`src/rtl/regfile_wb_arbiter.sv`:
```
// Four-lane writeback arbiter feeding a two-write-port register file.
// Each lane buffers two requests; heads are granted round-robin.
module regfile_wb_arbiter #(
    parameter int SRAM_DEPTH = 16,
    parameter int SRAM_INDEX = 4,
    parameter int SRAM_WIDTH = 32
) (
    input  logic                  clk,
    input  logic                  reset,
    input  logic                  lane0_valid_i,
    input  logic [SRAM_INDEX-1:0] lane0_addr_i,
    input  logic [SRAM_WIDTH-1:0] lane0_data_i,
    output logic                  lane0_ready_o,
    input  logic                  lane1_valid_i,
    input  logic [SRAM_INDEX-1:0] lane1_addr_i,
    input  logic [SRAM_WIDTH-1:0] lane1_data_i,
    output logic                  lane1_ready_o,
    input  logic                  lane2_valid_i,
    input  logic [SRAM_INDEX-1:0] lane2_addr_i,
    input  logic [SRAM_WIDTH-1:0] lane2_data_i,
    output logic                  lane2_ready_o,
    input  logic                  lane3_valid_i,
    input  logic [SRAM_INDEX-1:0] lane3_addr_i,
    input  logic [SRAM_WIDTH-1:0] lane3_data_i,
    output logic                  lane3_ready_o,
    output logic                  we0_o,
    output logic [SRAM_INDEX-1:0] addr0wr_o,
    output logic [SRAM_WIDTH-1:0] data0wr_o,
    output logic                  we1_o,
    output logic [SRAM_INDEX-1:0] addr1wr_o,
    output logic [SRAM_WIDTH-1:0] data1wr_o,
    output logic                  idle_o
);

    if (SRAM_DEPTH > (1 << SRAM_INDEX)) begin : g_depth_chk
        $error("SRAM_DEPTH exceeds SRAM_INDEX address range");
    end

    logic [3:0]            v_in;
    logic [SRAM_INDEX-1:0] a_in [4];
    logic [SRAM_WIDTH-1:0] d_in [4];

    logic [3:0]            rdy;
    logic [3:0]            push;
    logic [3:0]            pop;
    logic [1:0]            cnt [4];
    logic [3:0]            rd_ptr;
    logic [3:0]            wr_ptr;
    logic [SRAM_INDEX-1:0] fa [4][2];
    logic [SRAM_WIDTH-1:0] fd [4][2];
    logic [SRAM_INDEX-1:0] ha [4];
    logic [SRAM_WIDTH-1:0] hd [4];

    logic [1:0] rr_ptr;
    logic       g0;
    logic       g1;
    logic [1:0] l0;
    logic [1:0] l1;
    logic [1:0] last;
    logic [1:0] lane;

    assign v_in = {lane3_valid_i, lane2_valid_i,
                   lane1_valid_i, lane0_valid_i};
    assign a_in[0] = lane0_addr_i;
    assign a_in[1] = lane1_addr_i;
    assign a_in[2] = lane2_addr_i;
    assign a_in[3] = lane3_addr_i;
    assign d_in[0] = lane0_data_i;
    assign d_in[1] = lane1_data_i;
    assign d_in[2] = lane2_data_i;
    assign d_in[3] = lane3_data_i;

    assign lane0_ready_o = rdy[0];
    assign lane1_ready_o = rdy[1];
    assign lane2_ready_o = rdy[2];
    assign lane3_ready_o = rdy[3];

    assign idle_o = (cnt[0] == 2'd0) && (cnt[1] == 2'd0) &&
                    (cnt[2] == 2'd0) && (cnt[3] == 2'd0) &&
                    !we0_o && !we1_o;

    // Readiness from registered occupancy only; heads of each FIFO
    always_comb begin
        for (int i = 0; i < 4; i++) begin
            rdy[i]  = !reset && (cnt[i] < 2'd2);
            push[i] = v_in[i] && rdy[i];
            ha[i]   = fa[i][rd_ptr[i]];
            hd[i]   = fd[i][rd_ptr[i]];
        end
    end

    // Round-robin scan: up to two grants, second must differ in address
    always_comb begin
        g0   = 1'b0;
        g1   = 1'b0;
        l0   = '0;
        l1   = '0;
        last = rr_ptr;
        lane = '0;
        pop  = '0;
        for (int k = 0; k < 4; k++) begin
            lane = rr_ptr + 2'(k);
            if (cnt[lane] != 2'd0) begin
                if (!g0) begin
                    g0        = 1'b1;
                    l0        = lane;
                    last      = lane;
                    pop[lane] = 1'b1;
                end else if (!g1 && (ha[lane] != ha[l0])) begin
                    g1        = 1'b1;
                    l1        = lane;
                    last      = lane;
                    pop[lane] = 1'b1;
                end
            end
        end
    end

    // FIFO bookkeeping, registered write ports and round-robin pointer
    always_ff @(posedge clk) begin
        if (reset) begin
            for (int i = 0; i < 4; i++) begin
                cnt[i] <= '0;
            end
            rd_ptr    <= '0;
            wr_ptr    <= '0;
            rr_ptr    <= '0;
            we0_o     <= 1'b0;
            addr0wr_o <= '0;
            data0wr_o <= '0;
            we1_o     <= 1'b0;
            addr1wr_o <= '0;
            data1wr_o <= '0;
        end else begin
            for (int i = 0; i < 4; i++) begin
                if (push[i]) begin
                    wr_ptr[i] <= ~wr_ptr[i];
                end
                if (pop[i]) begin
                    rd_ptr[i] <= ~rd_ptr[i];
                end
                cnt[i] <= cnt[i] + {1'b0, push[i]} - {1'b0, pop[i]};
            end
            we0_o     <= g0;
            addr0wr_o <= g0 ? ha[l0] : '0;
            data0wr_o <= g0 ? hd[l0] : '0;
            we1_o     <= g1;
            addr1wr_o <= g1 ? ha[l1] : '0;
            data1wr_o <= g1 ? hd[l1] : '0;
            if (g0) begin
                rr_ptr <= last + 2'd1;
            end
        end
    end

    // Entry storage; push is already blocked while reset is high
    always_ff @(posedge clk) begin
        for (int i = 0; i < 4; i++) begin
            if (push[i]) begin
                fa[i][wr_ptr[i]] <= a_in[i];
                fd[i][wr_ptr[i]] <= d_in[i];
            end
        end
    end

endmodule

```
`config.mk`:
```
export PLATFORM = sky130hd
export DESIGN_NAME = regfile_wb_arbiter
export DESIGN_NICKNAME = d
export VERILOG_FILES = /design/src/rtl/regfile_wb_arbiter.sv
export SDC_FILE = /design/constraint.sdc
export NUM_CORES = 1
export LEC_CHECK = 0
export ABC_AREA = 1
export ABC_CLOCK_PERIOD_IN_PS = 12200
export BUFFER_PORTS_ARGS = -buffer_cell sky130_fd_sc_hd__buf_4
export CAP_MARGIN = 20
export CORE_ASPECT_RATIO = 1.25
export CORE_MARGIN = 10
export CORE_UTILIZATION = 50
export CTS_CLUSTER_DIAMETER = 100
export CTS_CLUSTER_SIZE = 12
export DETAILED_ROUTE_END_ITERATION = 7
export HOLD_SLACK_MARGIN = 0.06
export PLACE_DENSITY = 0.74
export SYNTH_ARGS = -nofsm -noshare
export SYNTH_HDL_FRONTEND = slang
export SYNTH_SLANG_ARGS = --single-unit
```
`constraint.sdc`:
```
create_clock -name clk -period 12.2 [get_ports clk]
set_input_delay 2.44 -clock clk [delete_from_list [all_inputs] [get_ports clk]]
set_output_delay 2.44 -clock clk [all_outputs]
set_load 0.01 [all_outputs]
```
==> results of run 1 <==
-- per-stage QoR --
stage               cells  hold WS [ps]
detailed placement   2324           479
global placement     2324           474
global route         2392           531
floorplan            1690           455
CTS                  2389           500
finish               2393           500
-- sequential cells by signal (all words and copies together) (netlist names), 2 cells and up, named ones only --
name,count
fd,256
data0wr_o,32
data1wr_o,32
fa,32
cnt,8
addr0wr_o,4
addr1wr_o,4
rd_ptr,4
wr_ptr,4
rr_ptr,2
-- critical path: stages (launching register included) --
cell	delay [ps]
dfxtp_1	740
inv_2	280
ha_1	740
inv_2	280
nand2_4	170
nand3_2	190
nand2_4	220
nand2_1	120
nand2_2	190
nand2_1	80
nand3_1	140
nand2_1	90
nand2_1	60
nand2_1	60
nand2_1	80
nor2_2	70
nor2_4	170
nand3_4	750
nand2_4	1020
nand2_1	150
nand3_1	140
a21oi_1	90
-- layout by cell type (no fill, tap or decap), drive strengths merged, types with 2 or more instances in the layout --
master	count
edfxtp	288
nor3	4
or2	4
xor2	4
buf	251
nand2	468
clkinv	2
nor2	44
inv	98
diode	4
o211ai	15
clkbuf	64
nand3	293
mux2i	128
a21oi	89
dfxtp	94
a21boi	2
ha	19
o21ai	51
-- layer usage --
layer,global-route usage,up-vias
met3,0.0438,130
met5,0,-
met2,0.429,680
li1,-,6270
met1,0.284,6587
met4,0.106,6
-- final cells by class --
| cell class | count | share of cell area |
|---|---|---|
| well taps | 468 | 0.0285 |
| clock inverters | 1 | 0.000426 |
| flip-flops and latches | 382 | 0.512 |
| inverters | 99 | 0.0182 |
| clock buffers | 64 | 0.0525 |
| multi-input cells | 1124 | 0.296 |
| repair buffers | 251 | 0.0916 |
| diodes | 4 | 0.000487 |
-- worst max path at each step --
stage                          from            end  slack [ps]  cells past startpoint
after floorplan               reset  lane1_ready_o        6930                      2
after global placement    rr_ptr[1]  data1wr_o[23]        6400                     21
after detailed placement  rr_ptr[1]   data1wr_o[9]        6280                     21
after CTS                 rr_ptr[1]   data1wr_o[9]        6260                     21
after global routing      rr_ptr[1]  data1wr_o[18]        5750                     21
final                     rr_ptr[1]  data1wr_o[26]        6160                     21
-- cells by family after synthesis --
group,after synthesis
multiplexers,128
buffers and inverters,184
flip-flops,382
AO/OA/AOI/OAI,157
XOR/XNOR,4
adder cells (fa/ha/maj),19
AND/OR/NAND/NOR,816
==> flow_summary_export.csv, run 1 <==
group,metric,value,unit
run_status,status,"finished, final reports clean",
sta,slew_violations,0,
critical_path,start_kind,"flip-flop",
clocking,cts_resized,0,
run,cap_violations,0,
clocking,cts_sinks,382,
hold_path,min_path_type,"reg2reg",
sta,finalSetupTns,0,ps
logic_synthesis,synth_top_cell_by_area,"edfxtp_1",
logic_synthesis,syn-mean-instance-area,10.3,sq um
sta,slew_headroom,0.340,
route,detail-route-antenna-nets,0,
sta,finalHoldViolCount,0,
grt,grt_pass1_vias,13500,
placement,place_area,0.0195,sq mm
clocking,h-tree-depth,2,
hold_path,min_path_cells,1,
logic_synthesis,yosysWarnings,0,
logic_synthesis,synth_area_leaders,"edfxtp_1 (50%), dfxtp_1 (11%), nand2_1 (9.7%)",
route,dr_wl_met3,4.14,mm
clocking,clock-root-buffer,"clkbuf_16",
grt,grt_max_degree,79,
logic_synthesis,synthCells,1690,
final_layout,final_util,0.599,
logic_synthesis,synth_edf_count,288,
logic_synthesis,synth.most_common_cell,"nand2_1",
route,vias_per_cell,5.71,
critical_path,critPathKind,"reg2reg",
placement,port_buffers,228,
floorplan,fp.dieArea,0.0426,sq mm
route,drtIter0Drc,1312,
final_layout,multiInputGateArea,0.00609,sq mm
route,routed.top_layer,"met5",
critical_path,worstPathRequired,12610,ps
logic_synthesis,synth_common_cells,"nand2_1 (450), nand3_1 (289), edfxtp_1 (288)",
logic_synthesis,async_flop_share,0,
floorplan,core_area,0.0343,sq mm
floorplan,die_w,187,microns
clocking,cts_inserted_buffers,37,
critical_path,cp_max_fo,73,
critical_path,r2r_cells,21,
placement,pre_cts_ws,6280,ps
clocking,clk_pin_slew,60,ps
critical_path,cp-end-kind,"flip-flop",
route,wl_met2,27.4,mm
floorplan,rows,76,
final_layout,layout.nets,2064,
floorplan,die_y,228,microns
critical_path,crit_arrival,6450,ps
grt,grt_use_total,0.243,
placement,globalplace.congestion,0.913,
logic_synthesis,synth-xor-area-share,0.00202,
sta,rsz0062_at_grt,"false",
route,wl_met1,19.9,mm
sta,fmax,165,MHz
floorplan,start_util,0.505,
critical_path,r2r_end,"data1wr_o[26]",
critical_path,regToRegSetupSlack,6160,ps
logic_synthesis,syn-num-nets,1859,
sta,setup_violations,0,
sta,tightest_slew,991,ps
grt,overflow,0,
final_layout,regArea,0.0105,sq mm
critical_path,worstReg2RegStart,"rr_ptr[1]",
sta,period_needed,6040,ps
sta,skew,34.0,ps
clocking,cts_buffer_depth,3,
logic_synthesis,synthFlopType,"edfxtp_1",
logic_synthesis,synth_top_family_by_area,"simple AND/OR/NAND/NOR gates",
final_layout,nFillCells,2789,
route,vias,13700,
route,routed_wl,53.6,mm
logic_synthesis,synth_top_cell_area_share,0.499,
logic_synthesis,synth_fa_ha_area_frac,0.0137,
grt,antenna_found_initial,6,
clocking,clkLatencyLatePin,550,ps
clocking,cts_tree,"yes",
route,firstDrtPassIters,6,
sta,fin_ws,6160,ps
logic_synthesis,ys_seq_area_frac,0.608,
logic_synthesis,synth_compound_area_frac,0.0493,
clocking,postCtsHoldBufs,0,
placement,place_hpwl,35.3,mm
route,wl_per_cell,22.4,microns
logic_synthesis,synthMuxAreaShare,0.0739,
route,drc,0,
final_layout,areaGrowthSynthToFinish,18.7,%
hold_path,hp-start,"cnt[3][1]",
grt,grt_pass1_wl,81.0,mm
logic_synthesis,ys_types,37,
logic_synthesis,yosys.area_share.simple,0.207,
floorplan,ioPinCount,229,
final_layout,design_area,0.0206,sq mm
logic_synthesis,synth_seq_cells,382,
sta,period_share,0.495,
clocking,postCtsSetupBuffers,0,
logic_synthesis,synthesis.area,0.0173,sq mm
hold_path,holdPathEnd,"cnt[3][1]",
final_layout,drive_above_1_share,0.184,
Power of run 1 is left out: the tool's default activity adds up to more than one toggle a clock period on the data nets, which glitch-free logic cannot reach.
==> inputs of run 2 (changes only) <==
Settings changed: ABC_AREA 1 to 0, ABC_CLOCK_PERIOD_IN_PS 12200 to 5000, PLACE_DENSITY 0.74 to 0.76.
Clock period 12.2 ns to 5 ns, I/O delays scaled along.
==> run 2 against run 1 <==
- design area grew 0.82%
- wire length decreased by 12%
- synthesized cell count fell by 30%
- core utilization increased by 1.6 points
- critical path type unchanged
- highest routed layer unchanged
==> flow_summary_export.csv, run 2 <==
group,metric,value,unit
critical_path,cp-end-kind,"flip-flop",
placement,port_buffers,228,
route,drtIter0Drc,1004,
hold_path,holdPathEnd,"cnt[1][1]",
critical_path,cp_slowest_stage_delay,550,ps
power,power_density,774,mW/mm^2
critical_path,r2r_cells,20,
sta,tightest_slew,1090,ps
clocking,h-tree-depth,2,
clocking,clock-root-buffer,"clkbuf_16",
power,ir_worst_vdd,801,uV
logic_synthesis,synth_seq_cells,382,
power,leakage,7.72,nW
sta,period_needed,4720,ps
sta,setup_violations,0,
floorplan,ioPinCount,229,
logic_synthesis,synth_top_cell_by_area,"edfxtp_1",
final_layout,final_common_cell,"edfxtp_1",
floorplan,start_util,0.509,
logic_synthesis,synth_top_cell_area_share,0.504,
critical_path,crit_arrival,5100,ps
floorplan,rows,75,
run_status,status,"finished, final reports clean",
route,drc,0,
placement,globalplace.congestion,0.938,
final_layout,drive_above_1_share,0.301,
logic_synthesis,ys_types,64,
final_layout,instances_no_fill,1882,
floorplan,die_y,227,microns
logic_synthesis,ys_seq_area_frac,0.614,
logic_synthesis,synth.most_common_cell,"edfxtp_1",
final_layout,final_util,0.616,
critical_path,crit_slowest_cell,"a2111oi_0",
grt,grt_use_total,0.221,
grt,grt_pass1_vias,11700,
critical_path,regToRegSetupSlack,280,ps
critical_path,worstReg2RegStart,"cnt[2][1]",
sta,slew_headroom,0.273,
hold_path,hp-start,"cnt[1][1]",
route,vias,11300,
power,total_power,16.0,mW
logic_synthesis,synth_area_leaders,"edfxtp_1 (50%), mux2i_1 (15%), dfxtp_1 (11%)",
sta,skew,19.7,ps
sta,finalHoldViolCount,0,
logic_synthesis,syn-num-nets,1351,
placement,placed_cells,1808,
sta,period_share,0.943,
clocking,cts_inserted_buffers,37,
final_layout,final_cell_mix,"edfxtp_1 (288), buf_4 (278), mux2i_1 (258)",
clocking,cts_buffer_depth,3,
critical_path,r2r_end,"cnt[0][1]",
critical_path,crit_chain,"nor2_1 -> mux4_2 -> inv_2 -> buf_4 -> ha_2 -> nor2_1 -> a2111oi_0 -> nor3_1 -> nand4b_1 -> or3_1 -> nor2_1 -> nor2_1 -> a222oi_1 -> o21ai_1 -> ha_1 -> inv_1 -> ha_1 -> xor2_1 -> xnor2_1 -> nor2_1",
route,vias_per_cell,5.99,
route,detail-route-antenna-nets,0,
logic_synthesis,yosysWarnings,0,
route,wl_per_cell,25.1,microns
logic_synthesis,synthCells,1182,
run,cap_violations,0,
critical_path,cp_max_fo,17,
floorplan,fp.dieArea,0.0422,sq mm
logic_synthesis,synth_edf_count,288,
critical_path,start_kind,"flip-flop",
logic_synthesis,synth_common_cells,"edfxtp_1 (288), mux2i_1 (258), dfxtp_1 (94)",
final_layout,largest_reg_flops,256,
logic_synthesis,synthFlopType,"edfxtp_1",
grt,grt_pass1_wl,70.6,mm
logic_synthesis,synthesis.area,0.0172,sq mm
clocking,postCtsHoldBufs,0,
floorplan,die_w,186,microns
floorplan,core_area,0.0337,sq mm
grt,grt_max_degree,71,
clocking,clkLatencyLatePin,540,ps
critical_path,path_common_cell,"nor2_1",
logic_synthesis,async_flop_share,0,
placement,pre_cts_ws,-16.1,ps
clocking,cts_tree,"yes",
hold_path,min_path_cells,2,
sta,fin_ws,285,ps
clocking,cts_sinks,382,
grt,antenna_found_initial,4,
placement,place_hpwl,31.3,mm
final_layout,areaGrowthSynthToFinish,20.9,%
critical_path,critPathKind,"reg2reg",
critical_path,worstPathRequired,5390,ps
logic_synthesis,syn-mean-instance-area,14.5,sq um
hold_path,min_path_type,"reg2reg",
route,firstDrtPassIters,6,
critical_path,worst-path-buf-inv,3,
sta,slew_violations,0,
route,routed_wl,47.2,mm
clocking,clk_pin_slew,70,ps
critical_path,cp_top_family,"simple AND/OR/NAND/NOR gates",
grt,overflow,0,
final_layout,layout.nets,1597,
sta,fmax,212,MHz
-- run 2: metal layers --
metal	wire length, microns	track usage	vias to the layer above	part of all wire
met4	1500	0.0836	2	0.032
met2	24300	0.388	448	0.51
met5	13	0	-	0.00028
li1	-	-	5093	-
met3	3220	0.0429	89	0.068
met1	18200	0.261	5642	0.38
-- run 2: final cells by class --
type                            count  area (sq um)
Antenna cell                        3          7.51
Clock buffer                       66          1080
Clock inverter                      1          8.76
Fill cell                        2487         13000
Inverter                           27           105
Multi-Input combinational cell    697          6290
Sequential cell                   382         10500
Tap cell                          423           529
Timing Repair Buffer              282          2170
Timing Repair inverter              1          7.51
-- run 2: worst max path at each step --
stage,startpoint,slack (ps),end,depth (start not counted)
after floorplan,rr_ptr[0],50,cnt[1][1],21
after global placement,cnt[3][1],110,cnt[2][1],21
after detailed placement,cnt[3][1],-20,cnt[2][1],21
after CTS,cnt[3][1],-40,cnt[2][1],21
after global routing,cnt[3][1],-7,cnt[0][1],20
final,cnt[2][1],280,cnt[0][1],20
-- run 2: report_power, final --
part / internal, mW / total (mW) / leakage (nW) / switching, mW
combinational: 4.14 / 9.39 / 3.78 / 5.25
sequential: 3.89 / 4.07 / 3.42 / 0.179
clock: 1.46 / 2.59 / 0.517 / 1.14
-- run 2: cells by family after synthesis --
group | after synthesis | share of synthesized area
flip-flops | 382 | 0.614
multiplexers | 327 | 0.216
AND/OR/NAND/NOR | 178 | 0.0474
AO/OA/AOI/OAI | 151 | 0.0721
buffers and inverters | 103 | 0.0257
XOR/XNOR | 22 | 0.0112
adder cells (fa/ha/maj) | 19 | 0.0139
-- run 2: metrics by stage --
stage	cell area, sq um	hold slack [ps]	setup TNS, ps
finish	20700	542	0
CTS	20700	566	-69.1
detailed placement	19600	552	-29.1
global placement	19600	538	0
floorplan	17200	493	0
global route	20700	565	-6.53
-- run 2: repair_timing --
item                                    CTS  global route
pin swaps                                 0             2
setup buffers                             0             3
cloned                                    0             1
endpoints found under the setup margin    2            44
resized for setup                         0            18
endpoints found under the hold margin     0             0
-- run 2: worst register-to-register path: stages, from the launching register on --
cell,delay (ps)
dfxtp_1,380
nor2_1,80
mux4_2,500
inv_2,80
buf_4,230
ha_2,330
nor2_1,70
a2111oi_0,550
nor3_1,80
nand4b_1,220
or3_1,390
nor2_1,190
nor2_1,120
a222oi_1,300
o21ai_1,180
ha_1,330
inv_1,60
ha_1,140
xor2_1,170
xnor2_1,130
nor2_1,50
No activity file was read; power rests on OpenSTA's default activity.
==> inputs of run 3 (changes only) <==
Settings changed: CTS_BUF_LIST from default to sky130_fd_sc_hd__clkbuf_16.
==> run 3 against run 2 <==
- worst setup slack better by 17 ps
- sequential cell count unchanged
- power is 0.27% lower
- largest power group unchanged
- highest routed layer unchanged
==> flow_summary_export.csv, run 3 (synthesized netlist as in run 2, its figures left out) <==
group,metric,value,unit
floorplan,fp.dieArea,0.0422,sq mm
route,vias_per_cell,5.96,
route,vias,11200,
final_layout,final_cell_mix,"edfxtp_1 (288), buf_4 (278), mux2i_1 (258)",
critical_path,cp_slowest_stage_delay,500,ps
sta,period_needed,4700,ps
critical_path,crit_slowest_cell,"mux4_2",
grt,grt_use_total,0.221,
hold_path,holdPathEnd,"cnt[0][1]",
run_status,status,"finished, final reports clean",
critical_path,start_kind,"flip-flop",
clocking,clkLatencyLatePin,540,ps
power,power_density,772,mW/mm^2
critical_path,worst-path-buf-inv,5,
final_layout,drive_above_1_share,0.301,
grt,antenna_found_initial,4,
final_layout,areaGrowthSynthToFinish,20.9,%
critical_path,cp_top_family,"compound AO/OA/AOI/OAI gates",
route,drc,0,
clocking,cts_tree,"yes",
route,detail-route-antenna-nets,0,
sta,slew_violations,0,
clocking,clk_pin_slew,60,ps
sta,fmax,213,MHz
route,routed_wl,47.2,mm
critical_path,regToRegSetupSlack,300,ps
power,ir_worst_vdd,803,uV
critical_path,r2r_cells,22,
power,leakage,7.83,nW
final_layout,multiInputGateArea,0.00629,sq mm
final_layout,final_common_cell,"edfxtp_1",
floorplan,rows,75,
floorplan,die_w,186,microns
sta,skew,20.9,ps
critical_path,critPathKind,"reg2reg",
sta,slew_headroom,0.267,
grt,grt_max_degree,71,
critical_path,worstReg2RegStart,"cnt[2][1]",
placement,globalplace.congestion,0.938,
floorplan,core_area,0.0337,sq mm
final_layout,largest_reg_flops,256,
clocking,clock-root-buffer,"clkbuf_16",
grt,overflow,0,
run,cap_violations,0,
clocking,cts_sinks,382,
hold_path,min_path_cells,2,
critical_path,crit_chain,"nor2_1 -> mux4_2 -> inv_2 -> ha_2 -> clkinvlp_4 -> nand2_1 -> mux2_2 -> a211oi_1 -> nor4b_1 -> buf_4 -> a2111oi_4 -> buf_4 -> a21oi_1 -> o211a_1 -> a222oi_1 -> o21ai_2 -> ha_1 -> inv_1 -> ha_1 -> xor2_1 -> xnor2_1 -> nor2_1",
floorplan,die_y,227,microns
placement,port_buffers,228,
placement,place_area,0.0196,sq mm
sta,tightest_slew,1100,ps
placement,pre_cts_ws,-16.1,ps
clocking,cts_inserted_buffers,37,
route,firstDrtPassIters,5,
final_layout,regArea,0.0105,sq mm
sta,setup_violations,0,
critical_path,r2r_end,"cnt[1][1]",
critical_path,worstPathRequired,5380,ps
clocking,cts_buffer_depth,3,
critical_path,cp_max_fo,7,
final_layout,nFillCells,2487,
sta,finalHoldViolCount,0,
hold_path,hp-start,"cnt[0][1]",
sta,finalSetupTns,0,ps
clocking,h-tree-depth,2,
placement,place_hpwl,31.3,mm
floorplan,ioPinCount,229,
final_layout,design_area,0.0207,sq mm
sta,period_share,0.940,
route,wl_per_cell,25.1,microns
route,drtIter0Drc,1037,
final_layout,layout.nets,1597,
grt,grt_pass1_wl,70.6,mm
hold_path,min_path_type,"reg2reg",
sta,fin_ws,301,ps
critical_path,crit_arrival,5080,ps
floorplan,start_util,0.509,
critical_path,cp-end-kind,"flip-flop",
grt,grt_pass1_vias,11700,
==> run 3: worst max-delay path by stage <==
stage                    from   endpoint  slack [ps]  cells past startpoint
floorplan           rr_ptr[0]  cnt[1][1]          50                     21
global placement    cnt[3][1]  cnt[2][1]         110                     21
detailed placement  cnt[3][1]  cnt[2][1]         -20                     21
CTS                 cnt[3][1]  cnt[2][1]         -40                     21
global route        cnt[3][1]  cnt[0][1]          -6                     20
finish              cnt[2][1]  cnt[1][1]         300                     22
==> run 3: metal layers <==
metal | vias to the layer above | wire length (microns) | global-route usage | share of wire
li1 | 5095 | - | - | -
met1 | 5591 | 18200 | 0.261 | 0.39
met2 | 442 | 24300 | 0.388 | 0.52
met3 | 93 | 3150 | 0.0429 | 0.067
met4 | 2 | 1500 | 0.0836 | 0.032
met5 | - | 13 | 0 | 0.00028
==> run 3: timing repair <==
item / in CTS / in global routing
gates resized for setup: 0 / 18
setup endpoints to repair: 2 / 44
setup buffers: 0 / 3
hold buffers: 0 / 0
pin swaps: 0 / 2
gates cloned: 0 / 1
==> run 3: worst min-delay path, delay by kind of cell, from the launching register on <==
| family | cells | cell delay [ps] |
|---|---|---|
| flops | 1 | 360 |
| xor+xnor | 1 | 70 |
| simple gates | 1 | 70 |
==> run 3: cell type report <==
cell class,instances,area share
Timing Repair Buffer,282,0.105
Timing Repair inverter,1,0.000362
Clock inverter,28,0.00531
Antenna cell,3,0.000362
Clock buffer,39,0.0471
Sequential cell,382,0.508
Inverter,27,0.00507
Multi-Input combinational cell,697,0.303
Tap cell,423,0.0255
==> run 3: report_power, final <==
group	internal [mW]	switching [mW]
sequential	3.89	0.180
clock	1.40	1.14
combinational	4.14	5.26
==> run 3: per-stage QoR <==
stage	utilization	hold WS [ps]	power [mW]	instances
3_5_place_dp	0.581	552	13.3	1808
3_3_place_gp	0.581	538	13.2	1808
6_report	0.616	541	16.0	1882
2_1_floorplan	-	493	10.7	1182
5_1_grt	0.616	565	16.8	1882
4_1_cts	0.614	566	15.9	1875
